## src/rtl/pll_drp_ctrl.sv

```systemverilog
// PLLE4_ADV run-time reconfiguration sequencer: four DRP read-modify-writes of the
// CLKFBOUT/CLKOUT0 divider registers under PLL reset, then lock qualification and system reset release.
module pll_drp_ctrl #(
    parameter int         DRP_TIMEOUT  = 256,
    parameter int         LOCK_TIMEOUT = 65535,
    parameter int         LOCK_STABLE  = 64,
    parameter logic [6:0] ADDR_FB1     = 7'h14,
    parameter logic [6:0] ADDR_FB2     = 7'h15,
    parameter logic [6:0] ADDR_O01     = 7'h08,
    parameter logic [6:0] ADDR_O02     = 7'h09
) (
    input  logic        clk_i,
    input  logic        rst_ni,
    input  logic        cfg_valid_i,
    output logic        cfg_ready_o,
    input  logic [5:0]  cfg_mult_i,
    input  logic [6:0]  cfg_div0_i,
    output logic        busy_o,
    output logic        done_o,
    output logic        err_o,
    output logic [6:0]  drp_daddr_o,
    output logic        drp_den_o,
    output logic        drp_dwe_o,
    output logic [15:0] drp_di_o,
    input  logic [15:0] drp_do_i,
    input  logic        drp_drdy_i,
    output logic        pll_rst_o,
    input  logic        pll_locked_i,
    output logic        rst_sys_no
);

    localparam int TW_L = $clog2(LOCK_TIMEOUT + 2);
    localparam int TW_D = $clog2(DRP_TIMEOUT + 2);
    localparam int TW   = (TW_L > TW_D) ? TW_L : TW_D;
    localparam int CW   = $clog2(LOCK_STABLE + 1);

    typedef enum logic [2:0] {
        IDLE, PRST, RD, RD_W, WR, WR_W, RELEASE, WAIT_LOCK
    } state_t;

    state_t          state, state_nx;
    logic [1:0]      op, op_nx;
    logic [5:0]      mult_q;
    logic [6:0]      div_q;
    logic [TW-1:0]   timer;
    logic            lock_meta, lock_s;
    logic [CW-1:0]   lock_cnt;

    logic            accept, legal, set_err, fin;
    logic            drp_to, lock_to, lock_ok;
    logic [6:0]      n_sel;
    logic [5:0]      n_hi, n_lo;
    logic [15:0]     new_val, mask;

    function automatic logic in_cfg(input state_t s);
        return (s == PRST) || (s == RD) || (s == RD_W) || (s == WR) ||
               (s == WR_W) || (s == RELEASE);
    endfunction

    function automatic logic [6:0] addr_of(input logic [1:0] idx);
        case (idx)
            2'd0:    return ADDR_FB1;
            2'd1:    return ADDR_FB2;
            2'd2:    return ADDR_O01;
            default: return ADDR_O02;
        endcase
    endfunction

    assign accept  = cfg_valid_i & cfg_ready_o;
    assign legal   = (cfg_mult_i != 6'd0) && (cfg_mult_i <= 6'd19) && (cfg_div0_i != 7'd0);
    assign drp_to  = timer >= TW'(DRP_TIMEOUT);
    assign lock_to = timer >= TW'(LOCK_TIMEOUT);
    assign lock_ok = lock_cnt == CW'(LOCK_STABLE);

    // Field values for the register addressed by the current op: odd ops are ClkReg2.
    always_comb begin
        n_sel   = op[1] ? div_q : {1'b0, mult_q};
        n_hi    = n_sel[6:1];
        n_lo    = n_sel[5:0] - n_hi;
        mask    = op[0] ? 16'h00C0 : 16'h0FFF;
        new_val = op[0] ? {8'h00, n_sel[0], (n_sel == 7'd1), 6'h00}
                        : {4'h0, n_hi, n_lo};
    end

    always_comb begin
        state_nx = state;
        op_nx    = op;
        set_err  = 1'b0;
        fin      = 1'b0;
        case (state)
            IDLE: if (accept) begin
                if (legal) state_nx = PRST;
                else begin
                    set_err = 1'b1;
                    fin     = 1'b1;
                end
            end
            PRST: begin
                op_nx    = 2'd0;
                state_nx = RD;
            end
            RD:   state_nx = RD_W;
            RD_W: if (drp_drdy_i) state_nx = WR;
                  else if (drp_to) begin
                      set_err  = 1'b1;
                      state_nx = RELEASE;
                  end
            WR:   state_nx = WR_W;
            WR_W: if (drp_drdy_i) begin
                      if (op == 2'd3) state_nx = RELEASE;
                      else begin
                          op_nx    = op + 2'd1;
                          state_nx = RD;
                      end
                  end else if (drp_to) begin
                      set_err  = 1'b1;
                      state_nx = RELEASE;
                  end
            RELEASE: state_nx = WAIT_LOCK;
            WAIT_LOCK: if (lock_ok) begin
                           fin      = 1'b1;
                           state_nx = IDLE;
                       end else if (lock_to) begin
                           set_err  = 1'b1;
                           fin      = 1'b1;
                           state_nx = IDLE;
                       end
            default: state_nx = IDLE;
        endcase
    end

    always_ff @(posedge clk_i or negedge rst_ni) begin
        if (!rst_ni) begin
            state       <= IDLE;
            op          <= 2'd0;
            mult_q      <= 6'd0;
            div_q       <= 7'd0;
            timer       <= '0;
            cfg_ready_o <= 1'b0;
            busy_o      <= 1'b0;
            done_o      <= 1'b0;
            err_o       <= 1'b0;
            drp_daddr_o <= 7'd0;
            drp_den_o   <= 1'b0;
            drp_dwe_o   <= 1'b0;
            drp_di_o    <= 16'd0;
            pll_rst_o   <= 1'b0;
        end else begin
            state       <= state_nx;
            op          <= op_nx;
            cfg_ready_o <= (state_nx == IDLE);
            busy_o      <= (state_nx != IDLE);
            done_o      <= fin;
            drp_den_o   <= (state_nx == RD) || (state_nx == WR);
            drp_dwe_o   <= (state_nx == WR);
            pll_rst_o   <= in_cfg(state_nx) && (state_nx != RELEASE);

            // One timer serves both the DRP and the lock timeouts; it restarts on every state change.
            if (state_nx != state)  timer <= '0;
            else if (timer != '1)   timer <= timer + TW'(1);

            if (set_err)               err_o <= 1'b1;
            else if (accept && legal)  err_o <= 1'b0;

            if (accept && legal) begin
                mult_q <= cfg_mult_i;
                div_q  <= cfg_div0_i;
            end
            if (state_nx == RD)
                drp_daddr_o <= addr_of(op_nx);
            if (state == RD_W && drp_drdy_i)
                drp_di_o <= (drp_do_i & ~mask) | (new_val & mask);
        end
    end

    // Lock qualification; rst_sys_no gates on the synced lock directly so a drop is seen in 3 cycles.
    always_ff @(posedge clk_i or negedge rst_ni) begin
        if (!rst_ni) begin
            lock_meta  <= 1'b0;
            lock_s     <= 1'b0;
            lock_cnt   <= '0;
            rst_sys_no <= 1'b0;
        end else begin
            lock_meta  <= pll_locked_i;
            lock_s     <= lock_meta;
            if (in_cfg(state) || !lock_s) lock_cnt <= '0;
            else if (!lock_ok)            lock_cnt <= lock_cnt + CW'(1);
            rst_sys_no <= lock_ok && lock_s && !in_cfg(state_nx);
        end
    end

endmodule

```

## config.mk

```make
export PLATFORM = sky130hd
export DESIGN_NAME = pll_drp_ctrl
export DESIGN_NICKNAME = d
export VERILOG_FILES = /design/src/rtl/pll_drp_ctrl.sv
export SDC_FILE = /design/constraint.sdc
export NUM_CORES = 1
export LEC_CHECK = 0
export BUFFER_PORTS_ARGS = -buffer_cell sky130_fd_sc_hd__buf_4
export CAP_MARGIN = 5
export CORE_MARGIN = 2
export CORE_UTILIZATION = 51
export CTS_CLUSTER_SIZE = 12
export DETAILED_ROUTE_END_ITERATION = 10
export PLACE_DENSITY = 0.75
export SYNTH_ARGS = -nofsm -noshare
export SYNTH_HDL_FRONTEND = slang
export SYNTH_SLANG_ARGS = --single-unit
export TNS_END_PERCENT = 100
```

## constraint.sdc

```tcl
create_clock -name clk_i -period 2.3 [get_ports clk_i]
set_input_delay 0.23 -clock clk_i [delete_from_list [all_inputs] [get_ports clk_i]]
set_output_delay 0.23 -clock clk_i [all_outputs]
set_load 0.005 [all_outputs]
```

# ---- Yosys cells after proc, flatten, opt, wreduce, memory -nomap -nowiden
# Index checks and enable logic that the tools add are counted.
dict set report classes {
  n_bitwise 5
  n_addsub 4
  mux 31
  n_eq_ne 22
  n_reduce_logical 30
  magnitude_cmp 3
}
# operator count
set ops {}
lappend ops {{17-bit two-way mux} 2}
lappend ops {{12-bit two-way mux} 2}
lappend ops {{3-bit two-way mux} 8}
lappend ops {{3-bit one-hot mux with 8 select lines} 1}
lappend ops {{3-bit == test (second input constant)} 7}
lappend ops {{7-bit two-way mux} 3}
lappend ops {{17-bit by 1-bit adder with 17-bit output (second input constant)} 1}
lappend ops {{17-bit by 16-bit >= comparator with 1-bit output (second input constant)} 1}
lappend ops {{17-bit by 9-bit >= comparator with 1-bit output (second input constant)} 1}
lappend ops {{17-bit inequality test (second input constant)} 1}
lappend ops {{16-bit AND} 1}
lappend ops {{12-bit inverter with 16-bit output} 1}
lappend ops {{16-bit by 12-bit bitwise OR with 16-bit output} 1}
lappend ops {{5-bit one-hot mux with 3 select lines} 1}
lappend ops {{12-bit AND} 1}
lappend ops {{3-bit by 2-bit == test with 1-bit output (second input constant)} 4}
lappend ops {{1-bit logical OR} 12}
lappend ops {{1-bit two-way mux} 9}
lappend ops {{7-bit by 1-bit adder with 7-bit output (second input constant)} 1}
lappend ops {{7-bit by 1-bit == test with 1-bit output (second input constant)} 1}
lappend ops {{7-bit == test (second input constant)} 1}
lappend ops {{1-bit logical AND} 7}
lappend ops {{7-bit nonzero test} 1}
lappend ops {{3-bit by 1-bit == test with 1-bit output (second input constant)} 2}
lappend ops {{20 further kinds} 25}
dict set report totals {
  register_bits 75
  input_bits 34
  output_inout_bits 31
  word_cells 113
}

# ---- Depth between registers and ports, before layout
dict set report depth {
  word_depth 14
  mapped_depth 11
  ltp_nobuf 10
}

# ---- Worst setup path before layout
# No wires, ideal clock.
dict set report synth_path {
  kind {register to register}
  from {register op[1]}
  to {register drp_di_o[4]}
  required_time_ns 2.166
  path_buffers 1
  setup_ns 0.134
  arrival_ns 2.294
  stages_incl_launch_ff 12
  path_slack_ns -0.128
  path_cell_list {dfrtp_1 clkbuf_1 mux2i_1 inv_1 ha_1 fa_1 o21bai_1 a21oi_1 xnor2_1 nor2_1 a21oi_1 o21ai_0}
}
dict set report synth_via {
  elab_chain_len 5
}
# element line
set synth_rtl {}
lappend synth_rtl {{start: declaration} 42} ;# logic [1:0] op, op_nx;
lappend synth_rtl {{start signal: assignment} 150} ;# op <= op_nx;
lappend synth_rtl {{7-bit two-way mux} 77} ;# n_sel = op[1] ? div_q : {1'b0, mult_q};
lappend synth_rtl {{6-bit subtractor} 79} ;# n_lo = n_sel[5:0] - n_hi;
lappend synth_rtl {{12-bit two-way mux} 81} ;# new_val = op[0] ? {8'h00, n_sel[0], (n_sel == 7'd1), 6'h00}
lappend synth_rtl {{12-bit AND} 172} ;# drp_di_o <= (drp_do_i & ~mask) | (new_val & mask);
lappend synth_rtl {{16-bit by 12-bit bitwise OR with 16-bit output} 172}
lappend synth_rtl {{end signal: assignment} 172}
lappend synth_rtl {{end: declaration} 24} ;# output logic [15:0] drp_di_o,
# No other way between the ends.
# A chain may end at the register's enable or synchronous reset.

# ---- Worst setup path after layout
dict set report layout_path {
  from {register timer[13]}
  to {register rst_sys_no}
}
dict set report layout_via {
  elab_chain_len 12
}
# element line
set layout_rtl {}
lappend layout_rtl {{start: declaration} 45} ;# logic [TW-1:0] timer;
lappend layout_rtl {{start signal: assignment} 160} ;# else if (timer != '1) timer <= timer + TW'(1);
lappend layout_rtl {{17-bit by 16-bit >= comparator with 1-bit output / 17-bit by 9-bit >= comparator with 1-bit output (equally long branches)} {72, 71}}
lappend layout_rtl {{3-bit two-way mux (on tied branches)} {123, 104, 115}}
lappend layout_rtl {{3-bit two-way mux (on tied branches)} {120, 103, 109}}
lappend layout_rtl {{3-bit one-hot mux with 8 select lines (*)} 90} ;# case (state)
lappend layout_rtl {{via state_nx[0]} 41} ;# state_t state, state_nx;
lappend layout_rtl {{3-bit by 1-bit == test with 1-bit output / 3-bit by 2-bit == test with 1-bit output (equally long branches)} 56} ;# return (s == PRST) || (s == RD) || (s == RD_W) || (s == WR) ||
lappend layout_rtl {{1-bit logical OR (4 in a row)} 56}
lappend layout_rtl {{1-bit logical OR (*)} 57} ;# (s == WR_W) || (s == RELEASE);
lappend layout_rtl {{1-bit logical NOT (*)} 188} ;# rst_sys_no <= lock_ok && lock_s && !in_cfg(state_nx);
lappend layout_rtl {{1-bit logical AND (*)} 188}
lappend layout_rtl {{end signal: assignment} 188}
lappend layout_rtl {{end: declaration} 29} ;# output logic rst_sys_no
# The timed path passes the listed nets; every way through them passes the cells marked *.

==> impl_metrics.tcl <==
set metrics [dict create \
    status "finished, violations left" \
    violations "negative hold slack, negative setup slack" \
    worst_pin_slew_ns 0.864 \
    swShare 0.375 \
    drive_above_1_share 0.359 \
    cp_max_fo 5 \
    die_y_um 90.4 \
    p_sw_mw 2.08 \
    wl_mm 8.02 \
    core_mm2 0.00725 \
    syn_avg_cell_area_um2 10.0 \
    synth_area_leader_cell "dfrtp_1" \
    synth_edf_count 0 \
    instances_no_fill 578 \
    endpoint_kind "register" \
    p_per_area_mw_per_mm2 1120 \
    synth.most_common_cell "dfrtp_1" \
    synth_top_area_frac 0.467 \
    rsz0062_at_grt "true" \
    synth_area_leaders "dfrtp_1 47%, ha_1 4.6%, nand2_1 4.4%" \
    grt_usage 0.202 \
    grt_pass1_wl_mm 13.4 \
    async_flop_share 1.00 \
    first_pass_iters 4 \
    fin_crit_ns 2.30 \
    leakage_nw 2.35 \
    area_growth_pct 30.1 \
    crit_required_ns 2.53 \
    startpoint_type "register" \
    netlist_instances 379 \
    place_congestion 0.837 \
    synth_flop_cell "dfrtp_1" \
    ys_seq_elements 71 \
    hold_viol 6 \
    std_cell_rows 31 \
    layout.filler_cells 533 \
    cts_buffer_depth 2 \
    via_per_inst 5.21 \
    seq_area_frac_synth 0.467 \
    fmax_ghz 0.435 \
    setup_viol 1 \
    drtIter0Drc 128 \
    start_util 0.524 \
    maxSlewViolCount 0 \
    drc 0 \
    numCtsBuffers 9 \
    antenna_found_initial 0 \
    clk_latency_ns 0.34 \
    avgRoutedWirePerCell_um 13.9 \
    die_width_um 90.4 \
    finalPower_mw 5.54 \
    ys_warn_count 0 \
    min_path_type "in -> async" \
    cp-startpoint "timer[13]" \
    clock_sinks 71 \
    clk_pin_slew_ns 0.07 \
    drtAntennaViolNets 0 \
    ir_worst_vdd_mv 0.507 \
    ios 65 \
    p_int_mw 3.46 \
    finalWorstSetupSlack_ns -0.000741 \
    nets 525 \
    pwr-share-comb 0.487 \
    root_buffer "clkbuf_8" \
    dp_cells 553 \
    fin_crit_sh 1.00 \
    netlist_area_mm2 0.00380 \
    cts_tree "done" \
    register_area_mm2 0.00178 \
    hpwl_mm 5.66 \
    maxSlewHeadroom 0.424 \
    grt_max_degree 72 \
    clkPwrFrac 0.172 \
    synth_top_cells_by_count "71 x dfrtp_1, 45 x nand2_1, 38 x nor2_1, 23 x a21oi_1, 19 x o21ai_0" \
    die-area_mm2 0.00816 \
    vias 3010 \
    fin_skew_ns 0.0106 \
    portBuffers 59 \
    critical_path_class "reg -> reg" \
    whs_ns -0.0127 \
    seq_power_share 0.341 \
    r2r_start "timer[13]" \
    h-tree-depth 3 \
    drv_cap 0 \
    antenna_cells 0 \
    grt_pass1_vias 2916 \
    yosysUniqueCellTypes 58 \
    grt_overflow 0 \
    multi_input_comb_area_mm2 0.00197 \
    cp.arrival_ns 2.53 \
]
-- per-stage QoR --
stage,setup TNS [ns],util,hold slack (ns),instance area [um2],setup WS (ns)
floorplan,0,-,-0.0656,3830,0.00144
global placement,-0.0121,0.629,0.334,4560,-0.0121
detailed placement,-0.0636,0.629,0.336,4560,-0.0562
CTS,0,0.657,0.0244,4770,0.000556
global route,-0.825,0.682,0.0700,4950,-0.0766
finish,-0.000741,0.682,-0.0127,4950,-0.000741
-- power groups by stage --
| stage | Sequential (mW) | Clock (mW) | Combinational (mW) |
|---|---|---|---|
| finish | 1.89 | 0.954 | 2.70 |
| global route | 1.94 | 1.04 | 2.97 |
| detailed placement | 1.90 | 0 | 2.43 |
| CTS | 1.87 | 0.993 | 2.46 |
| global placement | 1.88 | 0 | 2.37 |
| floorplan | 1.81 | 0 | 1.66 |
-- cells in the final DEF (no fill, tap or decap), types with 7 or more instances in the layout --
cell / instances
a21oi_1: 22
buf_4: 98
clkbuf_8: 10
dfrtp_1: 70
ha_1: 12
inv_1: 17
mux2_2: 13
nand2_1: 45
nand3_1: 13
nand4_1: 7
nor2_1: 33
nor2_4: 13
o21ai_0: 18
xnor2_1: 11
xor2_1: 13
-- cells by family after synthesis --
logic type / share of synthesized area
buf+inv: 0.0454
flops: 0.467
xor+xnor: 0.0576
fa+ha+maj: 0.0513
mux: 0.0572
compound gates: 0.107
other cells: 0.000986
simple gates: 0.213
-- cell type report --
type | instances | share of cell area
clock inverter | 4 | 0.00961
timing repair buffer | 103 | 0.168
multi-input combinational | 274 | 0.397
inverter | 17 | 0.0129
tap | 99 | 0.0250
clock buffer | 10 | 0.0278
sequential | 71 | 0.359
-- registers in the layout (all words and copies together), names as in the netlist, 2 cells and up --
register,flops
timer,17
mult_q,6
state,3
lock_cnt,7
drp_di_o,16
div_q,7
op,2
drp_daddr_o,3
-- worst max-delay path, stage by stage (launching register included) --
cell,delay [ns]
dfrtp_1,0.38
and3_1,0.19
and4bb_4,0.20
and3_4,0.19
ha_4,0.16
nor2_4,0.11
and3_4,0.23
a31oi_4,0.09
buf_4,0.17
a21oi_4,0.18
nor3_4,0.07
o211a_1,0.22
-- layer usage --
layer,track usage,up-vias,routed length (um)
met1,0.256,1455,3500
met3,0.0434,9,322
met4,0.0962,0,105
li1,-,1474,-
met5,0,-,0
met2,0.331,72,4100
-- worst paths after layout --
path / to / slack, ns / cells after the start
min in group clk_i: drp_di_o[13] / 0.08 / 3
setup / recovery: rst_sys_no / -0.0007 / 11
max in group asynchronous: op[1] / 1.69 / 1
hold reg to reg: lock_s / 0.35 / 0
setup reg to reg: rst_sys_no / -0.0007 / 11
hold / removal: drp_di_o[2] / -0.01 / 1
-- repair_timing --
| item | in CTS | in global routing |
|---|---|---|
| pin swaps | 1 | 6 |
| hold buffers | 1 | 0 |
| gates cloned | 0 | 1 |
| gates resized for setup | 3 | 20 |
| endpoints found under the hold margin | 1 | 0 |
| endpoints found under the setup margin | 5 | 24 |
| setup buffers | 0 | 9 |
No activity file was read; power rests on OpenSTA's default activity.
